[src/rtl/pipe_hazard_ctrl_pkg.sv]
// Shared pipeline definitions for the hazard/stall controller:
// controller FSM states and the register-index width.
package pipe_hazard_ctrl_pkg;

    localparam int REG_IDX_W = 5;

    typedef enum logic [0:0] {
        RUN      = 1'b0,
        LU_STALL = 1'b1
    } hz_state_e;

endpackage

[src/rtl/pipe_hazard_ctrl_if.sv]
// Hazard-detect inputs, pipeline-register controls and performance counters
// exchanged between the pipeline datapath and the hazard controller.
interface pipe_hazard_ctrl_if
    import pipe_hazard_ctrl_pkg::*;
#(
    parameter int CNT_W = 32
) ();

    logic [REG_IDX_W-1:0] d_rs1;
    logic [REG_IDX_W-1:0] d_rs2;
    logic                 d_rs1_used;
    logic                 d_rs2_used;
    logic [REG_IDX_W-1:0] e_rd;
    logic                 e_load;
    logic                 jb;
    logic                 m_mem_req;
    logic                 m_mem_ready;
    logic                 stall_pc;
    logic                 stall_d;
    logic                 flush_d;
    logic                 bubble_e;
    logic                 hold_e;
    logic                 hold_m;
    logic                 bubble_w;
    logic [CNT_W-1:0]     stall_cnt;
    logic [CNT_W-1:0]     flush_cnt;

    modport slave (
        input  d_rs1, d_rs2, d_rs1_used, d_rs2_used, e_rd, e_load, jb,
               m_mem_req, m_mem_ready,
        output stall_pc, stall_d, flush_d, bubble_e, hold_e, hold_m, bubble_w,
               stall_cnt, flush_cnt
    );

    modport master (
        output d_rs1, d_rs2, d_rs1_used, d_rs2_used, e_rd, e_load, jb,
               m_mem_req, m_mem_ready,
        input  stall_pc, stall_d, flush_d, bubble_e, hold_e, hold_m, bubble_w,
               stall_cnt, flush_cnt
    );

endinterface

[src/rtl/pipe_hazard_ctrl_perf_counter.sv]
// Free-running wrap-around event counter with increment enable.
module pipe_perf_counter #(
    parameter int CNT_W = 32
) (
    input  logic             clk,
    input  logic             rst,
    input  logic             inc_en,
    output logic [CNT_W-1:0] cnt
);

    logic [CNT_W-1:0] cnt_q;
    logic [CNT_W-1:0] cnt_d;

    // Next count: wraps naturally modulo 2^CNT_W.
    always_comb begin
        cnt_d = cnt_q;
        if (inc_en) begin
            cnt_d = cnt_q + CNT_W'(1);
        end else begin
            cnt_d = cnt_q;
        end
    end

    // Count register.
    always_ff @(posedge clk or posedge rst) begin
        if (rst) begin
            cnt_q <= '0;
        end else begin
            cnt_q <= cnt_d;
        end
    end

    assign cnt = cnt_q;

endmodule

[src/rtl/pipe_hazard_ctrl.sv]
// Hazard and stall controller for the 5-stage RV32I pipeline: load-use stalls,
// EX-resolved branch flushes and MEM wait-state freezes, plus perf counters.
module pipe_hazard_ctrl
    import pipe_hazard_ctrl_pkg::*;
#(
    parameter int LOAD_USE_CYCLES = 1,
    parameter int CNT_W           = 32
) (
    input  logic               clk,
    input  logic               rst,
    pipe_hazard_ctrl_if.slave  hz
);

    localparam logic [1:0] LU_REM_INIT = 2'(LOAD_USE_CYCLES - 1);

    hz_state_e  state_q, state_d;
    logic [1:0] lu_rem_q, lu_rem_d;

    logic freeze_s;
    logic lu_hit_s;
    logic stall_pc_s, stall_d_s, flush_d_s, bubble_e_s;
    logic hold_e_s, hold_m_s, bubble_w_s;
    logic flush_inc_s;

    assign freeze_s = hz.m_mem_req & ~hz.m_mem_ready;
    assign lu_hit_s = hz.e_load & (hz.e_rd != REG_IDX_W'(0)) &
                      ((hz.d_rs1_used & (hz.d_rs1 == hz.e_rd)) |
                       (hz.d_rs2_used & (hz.d_rs2 == hz.e_rd)));

    // Prioritised control decode and FSM next state.
    always_comb begin
        state_d     = state_q;
        lu_rem_d    = lu_rem_q;
        stall_pc_s  = 1'b0;
        stall_d_s   = 1'b0;
        flush_d_s   = 1'b0;
        bubble_e_s  = 1'b0;
        hold_e_s    = 1'b0;
        hold_m_s    = 1'b0;
        bubble_w_s  = 1'b0;
        flush_inc_s = 1'b0;
        if (freeze_s) begin
            // Whole front of the pipe waits; FSM and pending bubbles are kept.
            stall_pc_s = 1'b1;
            stall_d_s  = 1'b1;
            hold_e_s   = 1'b1;
            hold_m_s   = 1'b1;
            bubble_w_s = 1'b1;
        end else if (hz.jb) begin
            // Wrong-path ID instruction is discarded, so any pending stall goes too.
            flush_d_s   = 1'b1;
            bubble_e_s  = 1'b1;
            flush_inc_s = 1'b1;
            state_d     = RUN;
            lu_rem_d    = 2'd0;
        end else if (state_q == LU_STALL) begin
            stall_pc_s = 1'b1;
            stall_d_s  = 1'b1;
            bubble_e_s = 1'b1;
            lu_rem_d   = lu_rem_q - 2'd1;
            if (lu_rem_q == 2'd1) begin
                state_d = RUN;
            end else begin
                state_d = LU_STALL;
            end
        end else if (lu_hit_s) begin
            stall_pc_s = 1'b1;
            stall_d_s  = 1'b1;
            bubble_e_s = 1'b1;
            if (LOAD_USE_CYCLES > 1) begin
                state_d  = LU_STALL;
                lu_rem_d = LU_REM_INIT;
            end else begin
                state_d  = RUN;
                lu_rem_d = 2'd0;
            end
        end else begin
            state_d  = state_q;
            lu_rem_d = lu_rem_q;
        end
    end

    // FSM state and remaining-bubble register.
    always_ff @(posedge clk or posedge rst) begin
        if (rst) begin
            state_q  <= RUN;
            lu_rem_q <= 2'd0;
        end else begin
            state_q  <= state_d;
            lu_rem_q <= lu_rem_d;
        end
    end

    assign hz.stall_pc = stall_pc_s;
    assign hz.stall_d  = stall_d_s;
    assign hz.flush_d  = flush_d_s;
    assign hz.bubble_e = bubble_e_s;
    assign hz.hold_e   = hold_e_s;
    assign hz.hold_m   = hold_m_s;
    assign hz.bubble_w = bubble_w_s;

    pipe_perf_counter #(.CNT_W(CNT_W)) u_stall_cnt (
        .clk    (clk),
        .rst    (rst),
        .inc_en (stall_pc_s),
        .cnt    (hz.stall_cnt)
    );

    pipe_perf_counter #(.CNT_W(CNT_W)) u_flush_cnt (
        .clk    (clk),
        .rst    (rst),
        .inc_en (flush_inc_s),
        .cnt    (hz.flush_cnt)
    );

endmodule

[src/flat_wrapper.sv]
// flat-port wrapper written by rule: the top's interface ports become plain ports
module pipe_hazard_ctrl_flat import pipe_hazard_ctrl_pkg::*;
#(
    parameter int LOAD_USE_CYCLES = 1,
    parameter int CNT_W           = 32
)
  (clk, rst, hz_d_rs1, hz_d_rs2, hz_d_rs1_used, hz_d_rs2_used, hz_e_rd, hz_e_load, hz_jb, hz_m_mem_req, hz_m_mem_ready, hz_stall_pc, hz_stall_d, hz_flush_d, hz_bubble_e, hz_hold_e, hz_hold_m, hz_bubble_w, hz_stall_cnt, hz_flush_cnt);
  pipe_hazard_ctrl_if #(.CNT_W(CNT_W)) hz_i ();
  input  logic clk;
  input  logic rst;
  input wire logic [$bits(hz_i.d_rs1)-1:0] hz_d_rs1;
  input wire logic [$bits(hz_i.d_rs2)-1:0] hz_d_rs2;
  input wire logic [$bits(hz_i.d_rs1_used)-1:0] hz_d_rs1_used;
  input wire logic [$bits(hz_i.d_rs2_used)-1:0] hz_d_rs2_used;
  input wire logic [$bits(hz_i.e_rd)-1:0] hz_e_rd;
  input wire logic [$bits(hz_i.e_load)-1:0] hz_e_load;
  input wire logic [$bits(hz_i.jb)-1:0] hz_jb;
  input wire logic [$bits(hz_i.m_mem_req)-1:0] hz_m_mem_req;
  input wire logic [$bits(hz_i.m_mem_ready)-1:0] hz_m_mem_ready;
  output wire logic [$bits(hz_i.stall_pc)-1:0] hz_stall_pc;
  output wire logic [$bits(hz_i.stall_d)-1:0] hz_stall_d;
  output wire logic [$bits(hz_i.flush_d)-1:0] hz_flush_d;
  output wire logic [$bits(hz_i.bubble_e)-1:0] hz_bubble_e;
  output wire logic [$bits(hz_i.hold_e)-1:0] hz_hold_e;
  output wire logic [$bits(hz_i.hold_m)-1:0] hz_hold_m;
  output wire logic [$bits(hz_i.bubble_w)-1:0] hz_bubble_w;
  output wire logic [$bits(hz_i.stall_cnt)-1:0] hz_stall_cnt;
  output wire logic [$bits(hz_i.flush_cnt)-1:0] hz_flush_cnt;
  assign hz_i.d_rs1 = hz_d_rs1;
  assign hz_i.d_rs2 = hz_d_rs2;
  assign hz_i.d_rs1_used = hz_d_rs1_used;
  assign hz_i.d_rs2_used = hz_d_rs2_used;
  assign hz_i.e_rd = hz_e_rd;
  assign hz_i.e_load = hz_e_load;
  assign hz_i.jb = hz_jb;
  assign hz_i.m_mem_req = hz_m_mem_req;
  assign hz_i.m_mem_ready = hz_m_mem_ready;
  assign hz_stall_pc = hz_i.stall_pc;
  assign hz_stall_d = hz_i.stall_d;
  assign hz_flush_d = hz_i.flush_d;
  assign hz_bubble_e = hz_i.bubble_e;
  assign hz_hold_e = hz_i.hold_e;
  assign hz_hold_m = hz_i.hold_m;
  assign hz_bubble_w = hz_i.bubble_w;
  assign hz_stall_cnt = hz_i.stall_cnt;
  assign hz_flush_cnt = hz_i.flush_cnt;
  pipe_hazard_ctrl #(.LOAD_USE_CYCLES(LOAD_USE_CYCLES), .CNT_W(CNT_W)) u_core (.clk(clk), .rst(rst), .hz(hz_i));
endmodule
[config.mk]
export PLATFORM = sky130hd
export DESIGN_NAME = pipe_hazard_ctrl_flat
export DESIGN_NICKNAME = d
export VERILOG_FILES = /design/src/rtl/pipe_hazard_ctrl_pkg.sv /design/src/rtl/pipe_hazard_ctrl_if.sv /design/src/rtl/pipe_hazard_ctrl_perf_counter.sv /design/src/rtl/pipe_hazard_ctrl.sv /design/src/flat_wrapper.sv
export SDC_FILE = /design/constraint.sdc
export NUM_CORES = 1
export LEC_CHECK = 0
export ABC_AREA = 0
export BUFFER_PORTS_ARGS = -buffer_cell sky130_fd_sc_hd__buf_2
export CAP_MARGIN = 15
export CORE_ASPECT_RATIO = 0.8
export CORE_MARGIN = 2
export CORE_UTILIZATION = 30
export DETAILED_ROUTE_END_ITERATION = 12
export PLACE_DENSITY = 0.6
export SYNTH_ARGS = -nofsm -noshare
export SYNTH_HDL_FRONTEND = slang
export SYNTH_SLANG_ARGS = --single-unit
[constraint.sdc]
create_clock -name clk -period 8.25 [get_ports clk]
set_input_delay 2.475 -clock clk [delete_from_list [all_inputs] [get_ports clk]]
set_output_delay 2.475 -clock clk [all_outputs]
set_load 0.02 [all_outputs]
# Word-level counts from Yosys, hierarchy flattened
# Cells that the tools add are included.
[op_classes]
n_addsub = 3
eq_ne = 3
bitwise_logic = 8
mux = 15
n_reduce_logical = 3
[op_table]
columns = ["cell", "n"]
rows = [
  ["adder 32 x 1 -> 32 bit (second input constant)", 2],
  ["2-to-1 mux 1 bit", 12],
  ["== test 5 bit", 2],
  ["2-to-1 mux 2 bit", 3],
  ["AND 1 bit", 5],
  ["nonzero test 5 bit", 1],
  ["nonzero test 3 bit", 1],
  ["== test 2 x 1 -> 1 bit (second input constant)", 1],
  ["inverter 1 bit", 2],
  ["AND reduction 2 bit", 1],
  ["subtractor 2 x 1 -> 2 bit (second input constant)", 1],
  ["OR 1 bit", 1],
]
[totals]
wordCells = 36
out_inout_bits = 71
ff_bits = 67

# Longest topological paths before layout
[depth]
depth_word = 8
ltp_mapped = 8

# Hierarchy
# Synthesis repeated with hierarchy kept, for this count alone.
[hier_totals]
cells_unflattened = 301
area_unflattened_um2 = 3387.0
[by_module_without_submodules]
columns = ["mod", "cells_each", "instances", "seq_area_each_um2", "area_per_inst_um2"]
rows = [
  ["pipe_perf_counter (u_core.u_stall_cnt)", 126, 1, 800.8, 1510.2],
  ["pipe_perf_counter (u_core.u_flush_cnt)", 126, 1, 800.8, 1476.4],
  ["pipe_hazard_ctrl", 49, 1, 75.1, 400.4],
]

# Worst setup path after synthesis
# Ideal clock, no wire load.
[synth_timing]
path_type = "input to output"
startpoint = "input port hz_e_rd[0]"
endpoint = "output port hz_stall_pc"
arrival_time_ns = 3.742
path_slack_ns = 2.033
stages = 6
n_path_buf = 2
required_ns = 5.775
path_cell_list = "or4_1 o21ai_0 o31a_1 buf_6 inv_2 buf_4"
[synth_via]
elab_chain_cells = 8
word_cells_on_any_way = 12
cone_classes = "eq/ne: 2; mux: 4; bitwise: 5; reduce/logical: 1"
[synth_lines]
columns = ["item", "line", "rtl"]
rows = [
  ["from (decl)", "flat_wrapper.sv:15", "input wire logic [$bits(hz_i.e_rd)-1:0] hz_e_rd;"],
  ["== test 5 bit, on equally long branches", "pipe_hazard_ctrl.sv:27, pipe_hazard_ctrl.sv:28", ""],
  ["AND 1 bit, on equally long branches", "pipe_hazard_ctrl.sv:27, pipe_hazard_ctrl.sv:28", ""],
  ["OR 1 bit", "pipe_hazard_ctrl.sv:27", "((hz.d_rs1_used & (hz.d_rs1 == hz.e_rd)) |"],
  ["AND 1 bit *", "pipe_hazard_ctrl.sv:26", "assign lu_hit_s = hz.e_load & (hz.e_rd != REG_IDX_W'(0)) &"],
  ["2-to-1 mux 1 bit * (4 in a row)", "--", ""],
  ["to (decl)", "flat_wrapper.sv:20", "output wire logic [$bits(hz_i.stall_pc)-1:0] hz_stall_pc;"],
]
# Every way passes the cells marked *; elsewhere a longest branch is shown, timed or not.

# Worst setup path after layout
[layout_timing]
startpoint = "input port hz_e_rd[0]"
endpoint = "output port hz_stall_pc"
[layout_via]
elab_chain_cells = 8
word_cells_on_any_way = 12
cone_classes = "eq/ne: 2; mux: 4; bitwise: 5; reduce/logical: 1"
[layout_lines]
columns = ["item", "line", "rtl"]
rows = [
  ["== test 5 bit, on equally long branches", "pipe_hazard_ctrl.sv:27, pipe_hazard_ctrl.sv:28", ""],
  ["AND 1 bit, on equally long branches", "pipe_hazard_ctrl.sv:27, pipe_hazard_ctrl.sv:28", ""],
  ["OR 1 bit", "pipe_hazard_ctrl.sv:27", ""],
  ["AND 1 bit *", "pipe_hazard_ctrl.sv:26", ""],
  ["2-to-1 mux 1 bit *", "pipe_hazard_ctrl.sv:66", "end else if (lu_hit_s) begin"],
  ["2-to-1 mux 1 bit *", "pipe_hazard_ctrl.sv:56", "end else if (state_q == LU_STALL) begin"],
  ["2-to-1 mux 1 bit *", "pipe_hazard_ctrl.sv:49", "end else if (hz.jb) begin"],
  ["2-to-1 mux 1 bit *", "pipe_hazard_ctrl.sv:42", "if (freeze_s) begin"],
]
# Marked as above.

==> impl_results.md <==
* Synth area leaders: dfrtp_1 51%, xor2_1 11%, xnor2_1 8.0%
* Nature of the critical path startpoint: primary input
* Worst-path clk slew at around 0.05 ns
* Metal2 WL at approximately 3300 um
* Via density at ~4.6
* Leakage at roughly 2.1 nW
* DRT met1 WL at 3550 um
* DRC viols at 0
* Yosys reg bits at 67
* Fmax at approximately 150 MHz
* Most area-hungry cell type in the Yosys netlist: dfrtp_1
* Critical-path cell with the highest stage delay: or4_1
* Worst VDD drop at ~0.20 mV
* EDFF count, synth at 0
* Layout cells sized above 1 at 31.5%
* Congestion Overflow GR at 0
* Cell mode on critical path: buf_2
* Warnings, synthesis at 0
* Mean post-synth cell area at 10.8 um2
* Clock tree buffer depth at 2
* First-pass GRT wire length at roughly 13000 um
* Max-Cap Viols at 0
* Num CTS Buffers at 9
* Setup Viol. Count Final at 0
* Most used DFF post-synth: dfrtp_1
* Hold Vio Cnt, Final at 0
* CP Data Required Time at approximately 5.8 ns
* Initial antenna violation count at 0
* CP Cell Sequence: buf_2, or4_1, o21ai_0, o31a_1, buf_4, inv_2, buf_2
* Post-Route WL at between 7000 and 8000 um
* Fin Setup TNS at 0 ns
* Critical Path Sink Type: primary output
* Rel. slew slack at between 40% and 50%
* # IOs at 94
* Mapped Nets at ~330
* Vias in the first global route at 2512
* Setup bufs post-CTS at 0
* CP arrival at 4.13 ns
* Die area at around 0.012 mm2
* Hpwl dp at between 5000 and 6000 um
* Post-Syn Area at roughly 0.0033 mm2
* Root buffer cell: clkbuf_16
* Clk_lat worst skew at approximately 0.33 ns
* Vias at roughly 2500
* DRT antenna net count at 0
* Starting Density at about 31%
* Max layer used: met4
* Synth top area share at about half
* HP Class: register to register
* Max Slew Vio Count at 0
* I/O Buffers at 93
* CP Max Fanout at 29
* Routed WL per cell at 13.5 um
* WL met3 at about 420 um
* Htree depth at 3
* Post_cts resized at 0
* PD cells at between 200 and 250 mW/mm2
* Global-route usage over all layers at a little over an eighth
* Die Width at around 120 um
* Placer Congestion at between 0.8 and 0.9
* Inserted Diodes at 0
* Syn Inst Count at around 310
* Largest net degree at the start of global routing at between 60 and 70
* Design Power at between 1 and 1.5 mW
* TritonCTS clock tree: yes
* Kind of critical path: primary input to primary output
* Register area share after synthesis at 50.9%
* Core Rows at 34
* Pre-antenna DRT Iters at 4
* Status: finished clean
* Final Critical Period at 6.60 ns
* Core Region at between 0.01 and 0.015 mm2
* Asr flop ratio synth at 100%
* Yosys cell types at 36
* Detailed Route Iter0 Violations at roughly 120
* Clk sink count at between 60 and 70
* Clock skew at between 0.005 and 0.006 ns
* Fin crit share at between 80 and 90%
* Die Span Y at approximately 98 um
* RSZ-0062 raised after global routing: false
* CP max stage delay at approximately 0.50 ns
* Post-CTS Hold Buffers at 0
* Nets at 425
* Worst Tran Pin Value at approximately 0.85 ns
* Syn-to-layout area delta at 26.8%
-- where the power goes --
part           internal, mW  leakage (nW)  switching (mW)  total (mW)
clock                 0.248         0.146           0.133       0.381
sequential            0.367         0.879          0.0536       0.421
combinational        0.0732          1.05           0.127       0.200
total                 0.689          2.08           0.314        1.00
-- layout by cell type (no fill, tap or decap), drive strengths merged, types with 2 or more instances in the layout --
cell type / count
buf: 95
dfrtp: 67
nand3: 16
nand4: 20
ha: 3
clkbuf: 13
xnor2: 30
nor2: 17
and3: 7
mux2: 2
or3: 2
nor3: 18
nand2: 30
nor4: 9
and2: 6
and4: 4
xor2: 42
nor2b: 2
inv: 8
-- sequential cells by signal, indices dropped and copies added (netlist names) --
| register | flops |
|---|---|
| u_core.u_flush_cnt.cnt | 32 |
| u_core.u_stall_cnt.cnt | 32 |
| u_core.lu_rem_q | 2 |
| u_core.state_q | 1 |
-- synth_stat cells (all sizes together), types with 2 or more instances --
cell type / count
nor2: 17
buf: 6
xor2: 42
and3: 7
nor3: 18
or3: 2
nor2b: 2
nor4: 9
nand3: 16
clkbuf: 6
xnor2: 30
and4: 4
dfrtp: 67
nand2: 30
mux2: 2
nand4: 20
and2: 6
ha: 3
inv: 8
-- area by class of cell --
cell class	count	area [um2]
Multi-Input combinational cell	218	1520
Fill cell	1115	6630
Tap cell	144	180
Inverter	8	30.0
Sequential cell	67	1680
Timing Repair Buffer	95	480
Clock buffer	13	260
Clock inverter	2	35.0
-- routing by layer --
metal,vias up,track usage [%]
li1,1237,-
met1,1218,18.6
met2,65,20.1
met3,11,4.73
met4,0,4.77
met5,-,0
-- per-stage QoR --
step | util, % | setup WS, ns | std cells | area, um2 | hold slack, ns
floorplan | - | 2.03 | 305 | 3300 | 0.466
global placement | 36.0 | 1.63 | 532 | 3880 | 0.458
detailed placement | 36.0 | 1.63 | 532 | 3880 | 0.467
CTS | 38.7 | 1.63 | 547 | 4180 | 0.474
global route | 38.7 | 1.47 | 547 | 4180 | 0.501
finish | 38.7 | 1.65 | 547 | 4180 | 0.466
-- critical path, delay by kind of cell --
kind	cells	cell delay (ns)
AO/OA/AOI/OAI	2	0.39
AND/OR/NAND/NOR	1	0.50
buffers and inverters	4	0.75
-- cells by family (layout without fill, tap and decap cells) --
| family | after synthesis | count (layout) | share of synthesized area (%) |
|---|---|---|---|
| flip-flops | 67 | 67 | 50.9 |
| AND/OR/NAND/NOR | 134 | 134 | 23.4 |
| adder cells (fa/ha/maj) | 3 | 3 | 1.14 |
| AO/OA/AOI/OAI | 7 | 7 | 1.67 |
| multiplexers | 2 | 2 | 0.683 |
| XOR/XNOR | 72 | 72 | 19.1 |
| buffers and inverters | 20 | 118 | 3.11 |
-- worst paths after layout --
check / start / end / slack, ns / cells past startpoint
worst max-delay path: hz_e_rd[0] / hz_stall_pc / 1.65 / 7
worst min-delay path: u_core.u_stall_cnt.cnt[31] / u_core.u_stall_cnt.cnt[31] / 0.47 / 1
worst max register to register: u_core.u_stall_cnt.cnt[5] / u_core.u_stall_cnt.cnt[24] / 6.05 / 6
worst min register to register: u_core.u_stall_cnt.cnt[31] / u_core.u_stall_cnt.cnt[31] / 0.47 / 1
max in group asynchronous: rst / u_core.u_stall_cnt.cnt[23] / 5.31 / 3
min in group asynchronous: rst / u_core.u_flush_cnt.cnt[13] / 2.40 / 3
Power figures use the tool's default switching activity.
